**src/rtl/dmem_pkg.sv**
```systemverilog
// rtl/dmem_pkg.sv - shared encodings, FSM states and default geometry for the data memory access unit
package dmem_pkg;

  localparam logic [1:0] SZ_BYTE = 2'b00;
  localparam logic [1:0] SZ_HALF = 2'b01;
  localparam logic [1:0] SZ_WORD = 2'b10;

  localparam logic [31:0] DEF_BASE_ADDR = 32'h1001_0000;
  localparam int          DEF_MEM_WORDS = 1024;

  typedef enum logic {
    IDLE = 1'b0,
    RMW  = 1'b1
  } state_t;

endpackage

```
**src/rtl/dmem_lane.sv**
```systemverilog
// rtl/dmem_lane.sv - little-endian lane extraction/extension and sub-word merge
module dmem_lane
  import dmem_pkg::*;
(
  input  logic [31:0] i_word,
  input  logic [1:0]  i_lane,
  input  logic [1:0]  i_size,
  input  logic        i_signed,
  input  logic [15:0] i_wdata,
  output logic [31:0] o_load,
  output logic [31:0] o_merge
);

  logic [7:0]  w_byte;
  logic [15:0] w_half;

  // Select the addressed lane, extend it for loads, and splice new data into it for stores
  always_comb begin
    w_byte  = i_word[{i_lane, 3'b000} +: 8];
    w_half  = i_lane[1] ? i_word[31:16] : i_word[15:0];
    o_load  = i_word;
    o_merge = i_word;
    case (i_size)
      SZ_BYTE: begin
        o_load = {{24{i_signed & w_byte[7]}}, w_byte};
        o_merge[{i_lane, 3'b000} +: 8] = i_wdata[7:0];
      end
      SZ_HALF: begin
        o_load = {{16{i_signed & w_half[15]}}, w_half};
        if (i_lane[1]) o_merge[31:16] = i_wdata;
        else           o_merge[15:0]  = i_wdata;
      end
      default: ;
    endcase
  end

endmodule

```
**src/rtl/dmem_access_unit.sv**
```systemverilog
// rtl/dmem_access_unit.sv - load/store unit driving a word-only data memory with sub-word RMW
module dmem_access_unit
  import dmem_pkg::*;
#(
  parameter logic [31:0] BASE_ADDR = DEF_BASE_ADDR,
  parameter int          MEM_WORDS = DEF_MEM_WORDS
) (
  input  logic        clk,
  input  logic        rst,
  input  logic        req_valid,
  output logic        req_ready,
  input  logic        req_write,
  input  logic [1:0]  req_size,
  input  logic        req_signed,
  input  logic [31:0] req_addr,
  input  logic [31:0] req_wdata,
  output logic        rsp_valid,
  output logic [31:0] rsp_rdata,
  output logic        rsp_err,
  output logic        mem_ena,
  output logic        mem_wena,
  output logic [31:0] mem_addr_in,
  output logic [31:0] mem_addr_out,
  output logic [31:0] mem_data_in,
  input  logic [31:0] mem_data_out
);

  // 33-bit limit so a range ending at the top of the address space does not wrap
  localparam logic [32:0] LIMIT_ADDR = {1'b0, BASE_ADDR} + (33'(MEM_WORDS) << 2);

  state_t      r_state;
  state_t      w_state_next;

  logic        r_rsp_valid;
  logic        r_rsp_err;
  logic [31:0] r_rsp_rdata;

  logic [31:0] r_old_word;
  logic [31:0] r_addr;
  logic [1:0]  r_lane;
  logic [1:0]  r_size;
  logic [15:0] r_wdata;

  logic        w_accept;
  logic        w_err;
  logic        w_rmw_start;
  logic [31:0] w_aligned;
  logic [31:0] w_lane_word;
  logic [1:0]  w_lane_idx;
  logic [1:0]  w_lane_size;
  logic        w_lane_signed;
  logic [15:0] w_lane_wdata;
  logic [31:0] w_load;
  logic [31:0] w_merge;

  assign req_ready   = rst && (r_state == IDLE);
  assign w_accept    = req_valid && req_ready;
  assign w_aligned   = {req_addr[31:2], 2'b00};
  assign w_rmw_start = w_accept && !w_err && req_write && (req_size != SZ_WORD);

  assign rsp_valid = r_rsp_valid;
  assign rsp_err   = r_rsp_err;
  assign rsp_rdata = r_rsp_rdata;

  // Reject reserved sizes, misaligned accesses and addresses outside the mapped window
  always_comb begin
    w_err = 1'b0;
    if (req_size == 2'b11)                           w_err = 1'b1;
    if (req_size == SZ_HALF && req_addr[0])          w_err = 1'b1;
    if (req_size == SZ_WORD && req_addr[1:0] != 2'b00) w_err = 1'b1;
    if (req_addr < BASE_ADDR)                        w_err = 1'b1;
    if ({1'b0, req_addr} >= LIMIT_ADDR)              w_err = 1'b1;
  end

  // The lane unit serves the live load path in IDLE and the latched merge in RMW
  always_comb begin
    if (r_state == RMW) begin
      w_lane_word   = r_old_word;
      w_lane_idx    = r_lane;
      w_lane_size   = r_size;
      w_lane_signed = 1'b0;
      w_lane_wdata  = r_wdata;
    end else begin
      w_lane_word   = mem_data_out;
      w_lane_idx    = req_addr[1:0];
      w_lane_size   = req_size;
      w_lane_signed = req_signed;
      w_lane_wdata  = req_wdata[15:0];
    end
  end

  dmem_lane u_lane (
    .i_word   (w_lane_word),
    .i_lane   (w_lane_idx),
    .i_size   (w_lane_size),
    .i_signed (w_lane_signed),
    .i_wdata  (w_lane_wdata),
    .o_load   (w_load),
    .o_merge  (w_merge)
  );

  // Next state and memory port drive; everything idles to zero and reset gates all accesses
  always_comb begin
    w_state_next = r_state;
    mem_ena      = 1'b0;
    mem_wena     = 1'b0;
    mem_addr_in  = 32'h0;
    mem_addr_out = 32'h0;
    mem_data_in  = 32'h0;
    if (rst) begin
      case (r_state)
        IDLE: begin
          if (w_accept && !w_err) begin
            mem_ena = 1'b1;
            if (req_write && req_size == SZ_WORD) begin
              mem_wena    = 1'b1;
              mem_addr_in = w_aligned;
              mem_data_in = req_wdata;
            end else begin
              mem_addr_out = w_aligned;
              if (req_write) w_state_next = RMW;
            end
          end
        end
        RMW: begin
          mem_ena      = 1'b1;
          mem_wena     = 1'b1;
          mem_addr_in  = r_addr;
          mem_data_in  = w_merge;
          w_state_next = IDLE;
        end
        default: w_state_next = IDLE;
      endcase
    end
  end

  // State, response registers and the read-modify-write latches
  always_ff @(posedge clk) begin
    if (!rst) begin
      r_state     <= IDLE;
      r_rsp_valid <= 1'b0;
      r_rsp_err   <= 1'b0;
      r_rsp_rdata <= 32'h0;
      r_old_word  <= 32'h0;
      r_addr      <= 32'h0;
      r_lane      <= 2'b00;
      r_size      <= SZ_BYTE;
      r_wdata     <= 16'h0;
    end else begin
      r_state     <= w_state_next;
      r_rsp_valid <= (w_accept && !w_rmw_start) || (r_state == RMW);
      r_rsp_err   <= w_accept && w_err;
      r_rsp_rdata <= (w_accept && !w_err && !req_write) ? w_load : 32'h0;
      if (w_rmw_start) begin
        r_old_word <= mem_data_out;
        r_addr     <= w_aligned;
        r_lane     <= req_addr[1:0];
        r_size     <= req_size;
        r_wdata    <= req_wdata[15:0];
      end
    end
  end

endmodule
```
**config.mk**
```make
export PLATFORM = sky130hd
export DESIGN_NAME = dmem_access_unit
export DESIGN_NICKNAME = d
export VERILOG_FILES = /design/src/rtl/dmem_pkg.sv /design/src/rtl/dmem_lane.sv /design/src/rtl/dmem_access_unit.sv
export SDC_FILE = /design/constraint.sdc
export NUM_CORES = 1
export LEC_CHECK = 0
export ABC_AREA = 1
export BUFFER_PORTS_ARGS = -buffer_cell sky130_fd_sc_hd__buf_2
export CAP_MARGIN = 20
export CORE_MARGIN = 5
export CORE_UTILIZATION = 23
export DETAILED_ROUTE_END_ITERATION = 10
export PLACE_DENSITY = 0.48
export SLEW_MARGIN = 20
export SYNTH_ARGS = -nofsm -noshare
export SYNTH_HDL_FRONTEND = slang
export SYNTH_SLANG_ARGS = --single-unit
```
**constraint.sdc**
```tcl
create_clock -name clk -period 4.1 [get_ports clk]
set_input_delay 1.23 -clock clk [delete_from_list [all_inputs] [get_ports clk]]
set_output_delay 1.23 -clock clk [all_outputs]
set_load 0.01 [all_outputs]
```
==> summary.txt <==
Status - finished clean
Sequential cell area - 0.00235 mm²
CP startpoint kind - input port
Routed Antenna Nets - 0
Final cell count without fillers - 2,066
Clock transition at path regs - 0.06 ns
Die ar. - 0.0383 mm²
Clock Skews - 0.0173 ns
Setup Viol. Count Final - 0
Netlist Area Pre-Place - 0.00792 mm²
HP Class - flip-flop to flip-flop
Inst Count DP - 2,026
Sequential fraction of the synthesis area - 29.6%
Critical path peak fanout - 5
Initial core utilization - 23.1%
Final Cycle Share - 98.2%
Max-slew violation count - 0
Critical path required time - 2.87 ns
Final WL - 33,800 µm
Filler instances - 3,825
Vias in the first global route - 8,468
Post-synth EDFFs - 0
Cell area after layout - 0.0108 mm²
Total Power - 3.01 mW
Fin nets - 1,706
I/O pin cnt - 236
Share of layout cells above drive strength 1 - 28.4%
Fmax - 248 MHz
CP Class - input port to primary output
Max-Cap Viols - 0
Die X - 196 µm
Mapped Avg Cell Area - 5.79 µm²
Synth cell types - 38
Relative slew slack - 32.2%
Antenna violations before repair - 3
Inserted Clock Buffers - 17
# rows - 68
DRC Markers - 0
Lkg Pwr - 5.40 nW
Longest Clk Path Bufs - 2
DR vias - 9,104
Area Growth Syn to Fin - 36.2%
Largest vdd supply drop - 0.000274 V
Detailed Place HPWL - 25,500 µm
Cells after synthesis - 1,368
Crit end category - primary output
Global placement routability congestion - 0.930
Largest net degree at the start of global routing - 95
GRT Total Usage - 16.7%
Yosys reg bits - 117
Die Y - 196 µm
CTS tree - done
Least-Margin Pin Slew - 1.01 ns
Vias/cell - 4.41
Post-place instance area - 0.00968 mm²
GRT overflow - 0
WL/cell - 16.4 µm
Multi-input combinational cell area - 0.00482 mm²
H-tree depth - 4
Util after Layout - 31.5%
Clk_lat worst skew - 0.43 ns
Final hold vios - 0
Async S/R FF share, synth - 0%
Core Region - 0.0343 mm²
Period minus WS final - 4.03 ns
Root Buffer - clkbuf_16
DRT iter0 DRCs - 735
Worst Path Arrival - 2.80 ns
Synthesis Warnings - 0
Sink Count - 117
PD cells - 279 mW/mm²
TritonRoute pass-1 iters - 5
Ys flop type - dfxtp_1
PortBufs - 213
First-pass GRT wire length - 49,800 µm
==> final timing paths <==
| path | end | slack (ns) | depth (start not counted) | from |
|---|---|---|---|---|
| min | r_addr[28]$_SDFFE_PN0P_ | 0.46 | 2 | r_addr[28]$_SDFFE_PN0P_ |
| max | mem_data_in[14] | 0.07 | 12 | req_addr[0] |
| max reg2reg | rsp_rdata[17]$_SDFF_PN0_ | 1.41 | 9 | r_state$_SDFF_PN0_ |
| min reg2reg | r_addr[28]$_SDFFE_PN0P_ | 0.46 | 2 | r_addr[28]$_SDFFE_PN0P_ |
==> kinds of logic (layout without fill, tap and decap cells) <==
| kind of cell | count (synthesis) | count (layout) | share of synthesized area, % |
|---|---|---|---|
| adders and majority gates | 5 | 5 | 0.790 |
| DFF | 117 | 117 | 29.6 |
| buffers and inverters | 255 | 476 | 14.6 |
| other | 1 | 23 | 0.0473 |
| AOI/OAI and AO/OA | 202 | 202 | 13.9 |
| and+or+nand+nor | 788 | 788 | 41.1 |
==> repair_timing <==
item / CTS / global route
gates resized for setup: 16 / 97
pin swaps: 4 / 18
setup endpoints to repair: 31 / 36
gates cloned: 0 / 4
setup buffers: 0 / 4
hold buffers: 0 / 0
==> cell usage after synthesis (all sizes together), types with 2 or more instances <==
cell / number / area share [%]
nor2: 268 / 13
o22ai: 2 / 0.16
a31oi: 11 / 0.87
ha: 5 / 0.79
clkbuf: 32 / 1.5
a21oi: 85 / 5.8
nand4: 14 / 1.1
nor3b: 10 / 0.95
inv: 148 / 7.0
o211ai: 11 / 1.0
buf: 73 / 5.9
dfxtp: 117 / 30
nand2: 385 / 18
nand3: 87 / 5.6
or2: 17 / 1.3
nor3: 6 / 0.58
o21ai: 92 / 5.9
clkinv: 2 / 0.095
==> power breakdown <==
part	internal, mW	switching, mW	total, mW
registers	1.14	0.000280	1.14
logic	0.166	0.301	0.467
clock network	0.826	0.578	1.40
==> registers in the layout, summed over array words and instances (netlist names) <==
signal and cells:
r_old_word 32, r_lane 2, rsp_err 1, r_state 1
rsp_valid 1, r_addr 30, rsp_rdata 32, r_size 2
r_wdata 16
==> cells in the final DEF, fill, tap and decap left out, types with 10 or more instances in the layout <==
| cell type | n |
|---|---|
| a31oi_1 | 11 |
| buf_6 | 16 |
| clkbuf_16 | 20 |
| nor3b_1 | 10 |
| buf_4 | 63 |
| nand4_1 | 14 |
| nand2_1 | 373 |
| nand3_2 | 16 |
| or2_2 | 10 |
| a21oi_2 | 17 |
| inv_1 | 113 |
| nand3_1 | 69 |
| conb_1 | 22 |
| o21ai_1 | 51 |
| inv_2 | 31 |
| buf_2 | 204 |
| o21ai_0 | 34 |
| nor2_1 | 242 |
| dfxtp_1 | 116 |
| o211ai_1 | 11 |
| a21oi_1 | 68 |
| nor2_2 | 18 |
==> stage by stage <==
step | setup TNS, ns | hold slack (ns) | setup slack [ns]
6_report | 0 | 0.457 | 0.0735
5_1_grt | -0.000569 | 0.475 | -0.000569
4_1_cts | 0 | 0.458 | 0.00478
2_1_floorplan | 0 | 0.435 | 0.0268
3_5_place_dp | -1.25 | 0.449 | -0.0910
3_3_place_gp | -0.560 | 0.444 | -0.0631
==> per-layer routing <==
layer  global-route usage (%)  vias to the layer above  share of wire (%)
met5                        0                        -              0.083
met4                     4.47                        6                2.2
met3                     4.43                       43                6.5
met2                     27.0                      284                 46
met1                     22.2                     4067                 45
li1                         -                     4704                  -
==> worst max-delay path, cell delays in order <==
cell and delay (ns):
buf_6 0.09, nand2_4 0.05, nand2_4 0.09, inv_4 0.04, ha_2 0.18, buf_4 0.16, nor2_1 0.17, nand2_1 0.11
o21ai_1 0.13, nand3_1 0.17, a21oi_2 0.20, buf_2 0.16
==> final cells by class <==
| class | count | area share, % |
|---|---|---|
| Clock inverter | 13 | 1.02 |
| Timing Repair Buffer | 295 | 17.9 |
| Multi-Input combinational cell | 1017 | 44.7 |
| Tap cell | 455 | 5.28 |
| Inverter | 150 | 5.34 |
| Sequential cell | 117 | 21.7 |
| Clock buffer | 18 | 3.98 |
| Antenna cell | 1 | 0.0232 |
Note: power is estimated with default switching activity, not from simulation.
